$ cat config.mk
export PLATFORM = sky130hd
export DESIGN_NAME = lfsr8
export DESIGN_NICKNAME = d
export VERILOG_FILES = /design/src/rtl/mac_test_pkg.sv /design/src/rtl/lfsr8.sv
export SDC_FILE = /design/constraint.sdc
export NUM_CORES = 1
export LEC_CHECK = 0
export CORE_AREA = 2 2 39 41
export DETAILED_ROUTE_END_ITERATION = 10
export DIE_AREA = 0 0 41 43
export PLACE_DENSITY_LB_ADDON = 0.3
export SETUP_SLACK_MARGIN = 0.1
export SYNTH_ARGS = -nofsm -noshare
export SYNTH_HDL_FRONTEND = slang
export SYNTH_SLANG_ARGS = --single-unit
$ cat constraint.sdc
create_clock -name clock -period 1.8 [get_ports clock]
set_clock_uncertainty 0.2 [all_clocks]
set_input_delay 0.18 -clock clock [delete_from_list [all_inputs] [get_ports clock]]
set_output_delay 0.18 -clock clock [all_outputs]
set_load 0.01 [all_outputs]
$ cat src/rtl/mac_test_pkg.sv
// mac_test_pkg: shared status bit indices, checker state encoding and LFSR taps for the MAC test blocks
package mac_test_pkg;
  localparam int ST_PAT = 0;
  localparam int ST_LEN = 1;
  localparam int ST_USER = 2;
  localparam int ST_OVR = 3;
  typedef enum logic [1:0] {IDLE, RECV, DROP} chk_state_t;
  // x^8+x^6+x^5+x^4+1 as feedback taps on bits 7,5,4,3 of a left-shifting register
  localparam logic [7:0] LFSR_TAPS = 8'hB8;
endpackage

$ cat src/rtl/lfsr8.sv
// lfsr8: 8-bit Fibonacci LFSR that advances while enabled and reloads its seed on reset
// clock/reset: sync active-high; i_enable: advance; i_seed: reset value (non-zero); o_state: register contents
module lfsr8
  import mac_test_pkg::*;
(
  input  logic       clock,
  input  logic       reset,
  input  logic       i_enable,
  input  logic [7:0] i_seed,
  output logic [7:0] o_state
);
  logic [7:0] r_state;
  always_ff @(posedge clock) begin
    if (reset) r_state <= i_seed;
    else if (i_enable) r_state <= {r_state[6:0], ^(r_state & LFSR_TAPS)};
  end
  assign o_state = r_state;
endmodule

==> flow_summary.yaml <==
yosys:
  ys_types: 7
  synth_seq_cells: 8
  synth_area_um2: 368
  synth_top_area_cell: "edfxtp_1"
  seq_area_frac_synth_pct: 65.3
  syn_area_per_cell_um2: 16.7
  synth_area_leaders: "edfxtp_1 (65%), mux2_2 (21%), xnor2_1 (7.1%)"
  synth_nets: 33
  synthCells: 22
  netlist.area_leader.share_pct: 65.3
  ys.warnings.count: 0
clock_tree:
  htree_levels: 1
  clockRootBuffer: "clkbuf_4"
  clockBufferDepth: 2
  clkSinkCount: 8
  cts_tree: "built"
  cts.reportedPaths.clkPinSlew_ns: 0.05
  holdBufCountCts: 0
  cts_buffers: 3
  worstSkewPairLatency_ns: 0.25
  cts_setup_buffers: 0
  ctsResizeCount: 0
route:
  vias: 251
  detail-route-antenna-nets: 0
  drtIter0Drc: 0
  wl_per_cell_um: 11.5
  drc_errors: 0
  routed-wl-met2_um: 321
  wl_met1_um: 280
  via_per_inst: 4.33
  firstDrtPassIters: 1
  drt_wl_total_um: 665
  dr.max_layer_used: "met3"
  wl_met3_um: 64
sta:
  period_share_pct: 86.7
  fin_tns_setup_ns: 0
  period_minus_slack_ns: 1.56
  rsz0062_at_grt: "no"
  max_freq_mhz: 641
  slew_headroom_pct: 75.4
  slew_violations: 0
  tightestPinTransition_ns: 0.368
  finalHoldViolations: 0
  fin_hold_ws_ns: 0.381
  setup_viol: 0
die:
  start_util_pct: 26.6
  die-area_um2: 1760
  fp.coreArea_um2: 1380
  fp-row-count: 14
  die_w_um: 41
  die_y_um: 43
  io_pins: 19
setup_path:
  critPathBufInv: 1
  crit_type: "register to primary output"
  crit_path_start: "o_state[4]"
  r2r_slack_ns: 0.45
  cp_cell_sequence: "clkdlybuf4s50_1"
  r2r_start: "o_state[4]"
  cp_max_fo: 3
  cp-end-kind: "primary output"
  crit_required_ns: 1.42
  max_stage_delay_ns: 0.55
  path_delay_family: "buffers and inverters"
  slowest_stage: "clkdlybuf4s50_1"
  start_kind: "register"
  arrival_ns: 1.18
grt:
  antenna_found_initial: 0
  grt_usage_pct: 9.78
  grt_overflow: 0
  grt_pass1_wl_um: 1080
  grt_pass1_vias: 241
  grt_max_degree: 11
min_path:
  hp-class: "register to register"
  min_from: "o_state[2]"
finish:
  drive_above_1_share_pct: 26.2
  antennaDiodeCount: 0
  finalNetCount: 55
  largest_register_ffs: 8
  area_growth_pct: 58.5
placed_design:
  place_congestion: 0.600
  dp_hpwl_um: 503
  io_buffers: 18
pwr:
  peakVddDrop_mv: 0.423
  p_total_uw: 510
  p_per_area_nw_per_um2: 875
  leakagePower_nw: 0.206
status:
  outcome: "complete, no violations"
job:
  drv_cap: 0
## layer usage
metal,global-route usage [%],vias up
li1,-,123
met1,12.5,114
met2,12.8,14
met3,3.14,0
met4,8.00,0
met5,0,-
## cells by family after synthesis
logic type / synth area share, %
muxes: 21.4
AOI/OAI and AO/OA: 1.36
buffers and inverters: 2.04
xor gates and xnor gates: 7.14
DFF: 65.3
and+or+nand+nor: 2.72
## through the flow
step           instances  setup WS [ns]  cell area [um2]  utilization [%]
3_3_place_gp          55         0.0772              561             40.5
2_1_floorplan         22          0.512              368                -
5_1_grt               58          0.164              583             42.1
4_1_cts               58          0.224              583             42.1
3_5_place_dp          55         0.0452              561             40.5
6_report              58          0.240              583             42.1
## report_power, final
group / leakage, nW / internal [mW] / switching (mW)
combinational: 0.110 / 0.0829 / 0.0416
sequential: 0.0818 / 0.235 / 0.0143
clock: 0.0138 / 0.0763 / 0.0603
total: 0.206 / 0.394 / 0.116
## cell usage in the layout, fill, tap and decap left out, drive strengths merged
| cell | netlist | routed |
|---|---|---|
| o21ai | 1 | 1 |
| mux2 | 7 | 7 |
| clkdlybuf4s50 | 0 | 18 |
| clkbuf | 0 | 3 |
| edfxtp | 8 | 8 |
| or2 | 1 | 1 |
| nand2 | 1 | 1 |
| xnor2 | 3 | 3 |
## cell type report
type,count,area [um2]
clock buffer,3,22.5
sequential,8,240
fill,140,801
timing repair buffer,18,180
multi-input combinational,13,120
tap,16,20.0
## cell usage after synthesis
library cell  n
buf_4         1
edfxtp_1      8
mux2_2        7
nand2_1       1
o21ai_1       1
or2_2         1
xnor2_1       3
## worst paths after layout
| check | end | depth (start not counted) |
|---|---|---|
| worst max-delay path | o_state[4] | 1 |
| worst max register to register | o_state[0] | 3 |
| worst min-delay path | o_state[3] | 1 |
| worst min register to register | o_state[3] | 1 |
No activity file was read; power rests on OpenSTA's default activity.
